**src/rtl/clk_div_prog_if.sv**
```systemverilog
// clk_div_prog_if: run-control, divisor-load and status bundle of the
// programmable clock divider.
//   en        run request (level)
//   div_in    new divisor value
//   div_load  one-cycle request to load div_in
//   clk_out   divided clock, registered
//   tick      one-cycle strobe in the first cycle of each output period
//   cur_div   divisor currently in effect
//   div_busy  a loaded divisor is waiting for the next period boundary
//   div_err   one-cycle pulse after a rejected load (div_in < 2)
// master: the controller driving the divider; slave: the divider itself.
interface clk_div_prog_if #(
  parameter int CNT_W = 8
);
  logic             en;
  logic [CNT_W-1:0] div_in;
  logic             div_load;
  logic             clk_out;
  logic             tick;
  logic [CNT_W-1:0] cur_div;
  logic             div_busy;
  logic             div_err;

  modport master (
    output en, div_in, div_load,
    input  clk_out, tick, cur_div, div_busy, div_err
  );

  modport slave (
    input  en, div_in, div_load,
    output clk_out, tick, cur_div, div_busy, div_err
  );
endinterface

```
**src/rtl/clk_div_prog.sv**
```systemverilog
// clk_div_prog: programmable clock divider producing a registered divided
// clock and a period-start strobe from clk_in.
//   clk_in   sole clock, rising edge
//   reset    synchronous, active-high
//   bus      clk_div_prog_if.slave (en, div_in, div_load in;
//            clk_out, tick, cur_div, div_busy, div_err out)
// Parameters:
//   CNT_W        width of divisor and counter; legal divisors 2 .. 2^CNT_W-1
//   DEFAULT_DIV  divisor loaded at reset
// Divisor changes only take effect at a period wrap, and dropping en lets
// the period in progress finish, so clk_out never shows a runt pulse
// except when reset truncates it.
module clk_div_prog #(
  parameter int CNT_W       = 8,
  parameter int DEFAULT_DIV = 6
) (
  input  logic           clk_in,
  input  logic           reset,
  clk_div_prog_if.slave  bus
);

  localparam logic [CNT_W-1:0] DEF_DIV = CNT_W'(DEFAULT_DIV);

  typedef enum logic [1:0] {
    IDLE  = 2'd0,
    RUN   = 2'd1,
    DRAIN = 2'd2
  } state_t;

  state_t           state_reg, state_next;
  logic [CNT_W-1:0] cnt_reg, cnt_next;
  logic [CNT_W-1:0] cur_div_reg, cur_div_next;
  logic [CNT_W-1:0] pend_div_reg, pend_div_next;
  logic             busy_reg, busy_next;
  logic             clk_out_reg, clk_out_next;
  logic             tick_reg, tick_next;
  logic             err_reg, err_next;

  logic             load_ok;
  logic             load_bad;
  logic             boundary;
  logic             running_next;
  logic [CNT_W:0]   half_next;

  always_comb begin
    load_ok  = bus.div_load && (bus.div_in >= CNT_W'(2));
    load_bad = bus.div_load && (bus.div_in <  CNT_W'(2));
    // Last cycle of the current period; the counter wraps on this edge.
    boundary = (state_reg != IDLE) && (cnt_reg == cur_div_reg - CNT_W'(1));

    state_next    = state_reg;
    cnt_next      = cnt_reg;
    cur_div_next  = cur_div_reg;
    pend_div_next = pend_div_reg;
    busy_next     = busy_reg;
    err_next      = load_bad;

    case (state_reg)
      IDLE: begin
        cnt_next = '0;
        // Nothing is being generated, so a load applies at once.
        if (load_ok) begin
          cur_div_next = bus.div_in;
        end
        if (bus.en) begin
          state_next = RUN;
        end
      end
      default: begin
        if (boundary) begin
          cnt_next  = '0;
          busy_next = 1'b0;
          // A load landing on the wrap itself is newer than any pending one.
          if (load_ok) begin
            cur_div_next = bus.div_in;
          end else if (busy_reg) begin
            cur_div_next = pend_div_reg;
          end
          // Stop request at the wrap: the period just finished, go idle.
          state_next = bus.en ? RUN : IDLE;
        end else begin
          cnt_next = cnt_reg + CNT_W'(1);
          if (load_ok) begin
            pend_div_next = bus.div_in;
            busy_next     = 1'b1;
          end
          state_next = bus.en ? RUN : DRAIN;
        end
      end
    endcase

    // Outputs are computed from the next-state values so that the
    // registered clk_out/tick line up with the registered counter.
    running_next = (state_next != IDLE);
    half_next    = ({1'b0, cur_div_next} + (CNT_W+1)'(1)) >> 1;
    clk_out_next = running_next && ({1'b0, cnt_next} < half_next);
    tick_next    = running_next && (cnt_next == '0);
  end

  always_ff @(posedge clk_in) begin
    if (reset) begin
      state_reg    <= IDLE;
      cnt_reg      <= '0;
      cur_div_reg  <= DEF_DIV;
      pend_div_reg <= DEF_DIV;
      busy_reg     <= 1'b0;
      clk_out_reg  <= 1'b0;
      tick_reg     <= 1'b0;
      err_reg      <= 1'b0;
    end else begin
      state_reg    <= state_next;
      cnt_reg      <= cnt_next;
      cur_div_reg  <= cur_div_next;
      pend_div_reg <= pend_div_next;
      busy_reg     <= busy_next;
      clk_out_reg  <= clk_out_next;
      tick_reg     <= tick_next;
      err_reg      <= err_next;
    end
  end

  assign bus.clk_out  = clk_out_reg;
  assign bus.tick     = tick_reg;
  assign bus.cur_div  = cur_div_reg;
  assign bus.div_busy = busy_reg;
  assign bus.div_err  = err_reg;

endmodule

```
**src/flat_wrapper.sv**
```systemverilog
// flat-port wrapper written by rule: the top's interface ports become plain ports
module clk_div_prog_flat 
#(
  parameter int CNT_W       = 8,
  parameter int DEFAULT_DIV = 6
)
  (clk_in, reset, bus_en, bus_div_in, bus_div_load, bus_clk_out, bus_tick, bus_cur_div, bus_div_busy, bus_div_err);
  clk_div_prog_if #(.CNT_W(CNT_W)) bus_i ();
  input  logic clk_in;
  input  logic reset;
  input wire logic [$bits(bus_i.en)-1:0] bus_en;
  input wire logic [$bits(bus_i.div_in)-1:0] bus_div_in;
  input wire logic [$bits(bus_i.div_load)-1:0] bus_div_load;
  output wire logic [$bits(bus_i.clk_out)-1:0] bus_clk_out;
  output wire logic [$bits(bus_i.tick)-1:0] bus_tick;
  output wire logic [$bits(bus_i.cur_div)-1:0] bus_cur_div;
  output wire logic [$bits(bus_i.div_busy)-1:0] bus_div_busy;
  output wire logic [$bits(bus_i.div_err)-1:0] bus_div_err;
  assign bus_i.en = bus_en;
  assign bus_i.div_in = bus_div_in;
  assign bus_i.div_load = bus_div_load;
  assign bus_clk_out = bus_i.clk_out;
  assign bus_tick = bus_i.tick;
  assign bus_cur_div = bus_i.cur_div;
  assign bus_div_busy = bus_i.div_busy;
  assign bus_div_err = bus_i.div_err;
  clk_div_prog #(.CNT_W(CNT_W), .DEFAULT_DIV(DEFAULT_DIV)) u_core (.clk_in(clk_in), .reset(reset), .bus(bus_i));
endmodule
```
**config.mk**
```make
export PLATFORM = sky130hd
export DESIGN_NAME = clk_div_prog_flat
export DESIGN_NICKNAME = d
export VERILOG_FILES = /design/src/rtl/clk_div_prog_if.sv /design/src/rtl/clk_div_prog.sv /design/src/flat_wrapper.sv
export SDC_FILE = /design/constraint.sdc
export NUM_CORES = 1
export LEC_CHECK = 0
export ABC_CLOCK_PERIOD_IN_PS = 5400
export CAP_MARGIN = 30
export CORE_AREA = 2 2 81 83
export DETAILED_ROUTE_END_ITERATION = 7
export DIE_AREA = 0 0 83 85
export PLACE_DENSITY = 0.63
export SLEW_MARGIN = 40
export SYNTH_ARGS = -nofsm -noshare
export SYNTH_HDL_FRONTEND = slang
export SYNTH_SLANG_ARGS = --single-unit
export TNS_END_PERCENT = 5
```
**constraint.sdc**
```tcl
create_clock -name clk_in -period 5.4 [get_ports clk_in]
set_input_delay 1.62 -clock clk_in [delete_from_list [all_inputs] [get_ports clk_in]]
set_output_delay 1.62 -clock clk_in [all_outputs]
set_load 0.01 [all_outputs]
```
==> results of run 1 <==
==> through the flow <==
stage,area [um^2],std cells,power (mW),worst slack (ns)
after floorplan,2110,263,0.365,0.704
after global placement,2380,347,0.421,0.174
after detailed placement,2380,347,0.422,0.0725
after CTS,2490,355,0.641,0.381
after global routing,2490,355,0.669,0.131
final,2490,355,0.635,0.374
==> how the worst max path moves through the flow <==
stage	from	to	slack (ns)	cells after the start
2_1_floorplan	bus_div_in[6]	u_core.bus.clk_out	0.70	14
6_report	bus_div_in[1]	u_core.bus.clk_out	0.37	14
3_3_place_gp	bus_div_in[1]	u_core.bus.clk_out	0.17	14
4_1_cts	bus_div_in[1]	u_core.bus.clk_out	0.38	14
3_5_place_dp	bus_div_in[1]	u_core.bus.clk_out	0.07	14
5_1_grt	bus_div_in[1]	u_core.bus.clk_out	0.13	15
==> critical path, cell delays in order <==
cell and delay (ns):
clkdlybuf4s50_1 0.48, or4_4 0.54, or4_1 0.43, and2_4 0.21, o31ai_2 0.22, a31oi_1 0.12
o21ai_2 0.14, o2111a_1 0.26, nand2_1 0.09, or4_1 0.41, ha_1 0.30, nand4_1 0.11
o2111ai_1 0.20, nor2_1 0.06
==> final cells by class <==
class,count,share of cell area (%)
multi-input combinational,209,56.7
sequential,30,24.2
timing repair buffer,27,10.3
clock buffer,8,4.43
tap,77,3.88
inverter,4,0.604
==> where the power goes <==
group / switching (mW) / internal, mW
clock network: 0.0878 / 0.129
logic: 0.0901 / 0.0735
registers: 0.0213 / 0.233
total: 0.199 / 0.435
==> cells in the final DEF (no fill, tap or decap), types with 3 or more instances in the layout <==
cell type	netlist	final
buf_4	0	4
xnor2_1	16	16
o21ai_0	13	13
a211oi_1	3	3
nor2b_1	7	7
o211ai_1	4	4
nand2b_1	5	5
clkbuf_8	0	8
nor3_1	20	20
mux2i_1	6	6
nor2_1	16	15
nand3_1	10	10
inv_1	4	4
nand2_1	20	20
dfxtp_1	30	30
xor2_1	6	6
o21ai_1	3	3
clkdlybuf4s50_1	0	22
and3_1	4	4
nand4_1	6	6
a31oi_1	9	9
ha_1	10	10
a21oi_1	13	13
==> routing by layer <==
metal	GRT usage, %	up-vias	share of wire, %	routed length [um]
met2	27.1	22	48	2610
met4	4.92	0	1.4	76
met5	0	-	0	0
met3	3.31	6	2.4	133
li1	-	991	-	-
met1	20.6	935	48	2630
==> logic make-up after synthesis <==
kind of cell             after synthesis  share of synthesized area [%]
AND/OR/NAND/NOR                      108                           28.0
adder cells (fa/ha/maj)               10                           5.94
AO/OA/AOI/OAI                         63                           20.4
flip-flops                            30                           28.5
XOR/XNOR                              22                           9.15
multiplexers                           6                           2.85
buffers and inverters                 24                           5.05
==> impl_metrics.csv, run 1 <==
group,metric,value,unit
timing,slew_headroom,55.5,%
drt,routedWlPerCell,15.3,um
min_path,whs_path_depth,2,
critical_path,startpoint_type,"input port",
cts,root_buffer,"clkbuf_8",
floorplanning,fp.dieH,85,um
cts,cts_tree,"yes",
drt,drt.antenna.violating_nets,0,
global_route,grt_max_degree,31,
floorplanning,start_util,33.9,%
pwr,ir_drop,93.0,uV
timing,max_freq,199,MHz
global_route,grt_first_pass_wirelength,9.20,mm
critical_path,path_class,"in2reg",
drt,via_per_inst,5.50,
place,io_buffer_count,23,
timing,period_needed,5.03,ns
yosys,postSynthAreaPerCell,8.01,um^2
timing,holdWs,0.480,ns
yosys,netlist_instances,263,
drt,firstDrtPassIters,4,
critical_path,reg2reg_from,"u_core.bus.cur_div[0]",
drt,drt-total-wl,5.45,mm
cells_and_area,multiInputGateArea,0.00141,mm^2
timing,setup_tns,0,ns
floorplanning,rows,29,
timing,rsz0062_at_grt,"false",
timing,hold_viol,0,
critical_path,worstPathArrival,5.20,ns
cells_and_area,fin_util,40.1,%
yosys,yosys.cell_count.top_type,"dfxtp_1",
place,finalWeightedCongestion,0.843,
timing,final.setup_skew,0.00719,ns
cts,cts.sinks,30,
run,cap_violations,0,
global_route,grt_pass1_vias,1896,
cts,cts_setup_buffers,0,
cts,hold_buffers,0,
cts,clock_latency,0.29,ns
drt,drc,0,
min_path,hold_path_end,"u_core.pend_div_reg[5]",
cells_and_area,fin_nets,299,
pwr,leakagePower,0.863,nW
floorplanning,design.core.area,0.00620,mm^2
cells_and_area,fillerInstances,601,
cells_and_area,final-seq-area,601,um^2
floorplanning,die_area,0.00706,mm^2
yosys,synth-async-reset-ratio,0,%
yosys,yosysTopAreaCell,"dfxtp_1",
yosys,synth_seq_cells,30,
cells_and_area,layout-drive-gt1-share,10.1,%
cts,cts-buffers-inserted,5,
critical_path,end_kind,"flop",
global_route,track_usage,16.0,%
yosys,synth_common_cells,"dfxtp_1, nand2_1, nor3_1",
cts,ctsResizeCount,0,
yosys,synth_top_cell_area_share,28.5,%
floorplanning,boundaryPins,24,
critical_path,cp_data_required_time,5.57,ns
critical_path,rr_worst_depth,13,
yosys,synthesis.nets,285,
pwr,powerDensity,255,mW/mm^2
timing,fin_crit_sh,93.1,%
min_path,hp-class,"reg2reg",
yosys,synth-edff-count,0,
drt,drtIter0Drc,104,
yosys,ys_types,48,
critical_path,r2r_setup_slack,1.17,ns
cells_and_area,area_growth,18.1,%
cells_and_area,n_antenna_cell,0,
min_path,hold_start,"u_core.pend_div_reg[5]",
critical_path,critical_path.max_fanout,9,
timing,tightest_slew,0.666,ns
timing,slew_violations,0,
cts,h-tree-depth,2,
global_route,antenna_found_initial,0,
yosys,yosysSeqAreaShare,28.5,%
timing,setup_violations,0,
yosys,yosys_warnings,0,
cts,cts_buffer_depth,2,
yosys,synthTopCellsByArea,"dfxtp_1, xnor2_1, ha_1",
global_route,overflow,0,
place,dp_hpwl,4.01,mm
yosys,syn_area,0.00211,mm^2
critical_path,reg2reg_to,"u_core.bus.clk_out",
yosys,synth-main-ff-cell,"dfxtp_1",
status,status,"completed",
cts,path_clk_slew,0.06,ns
floorplanning,die_w,83,um
drt,vias,1954,
Power figures use the tool's default switching activity.
==> run 2: changes to the inputs <==
SKIP_LAST_GASP = 1   (was not set)
==> results of run 2 <==
The final DEF is identical to that of run 1; final timing and power are the same.
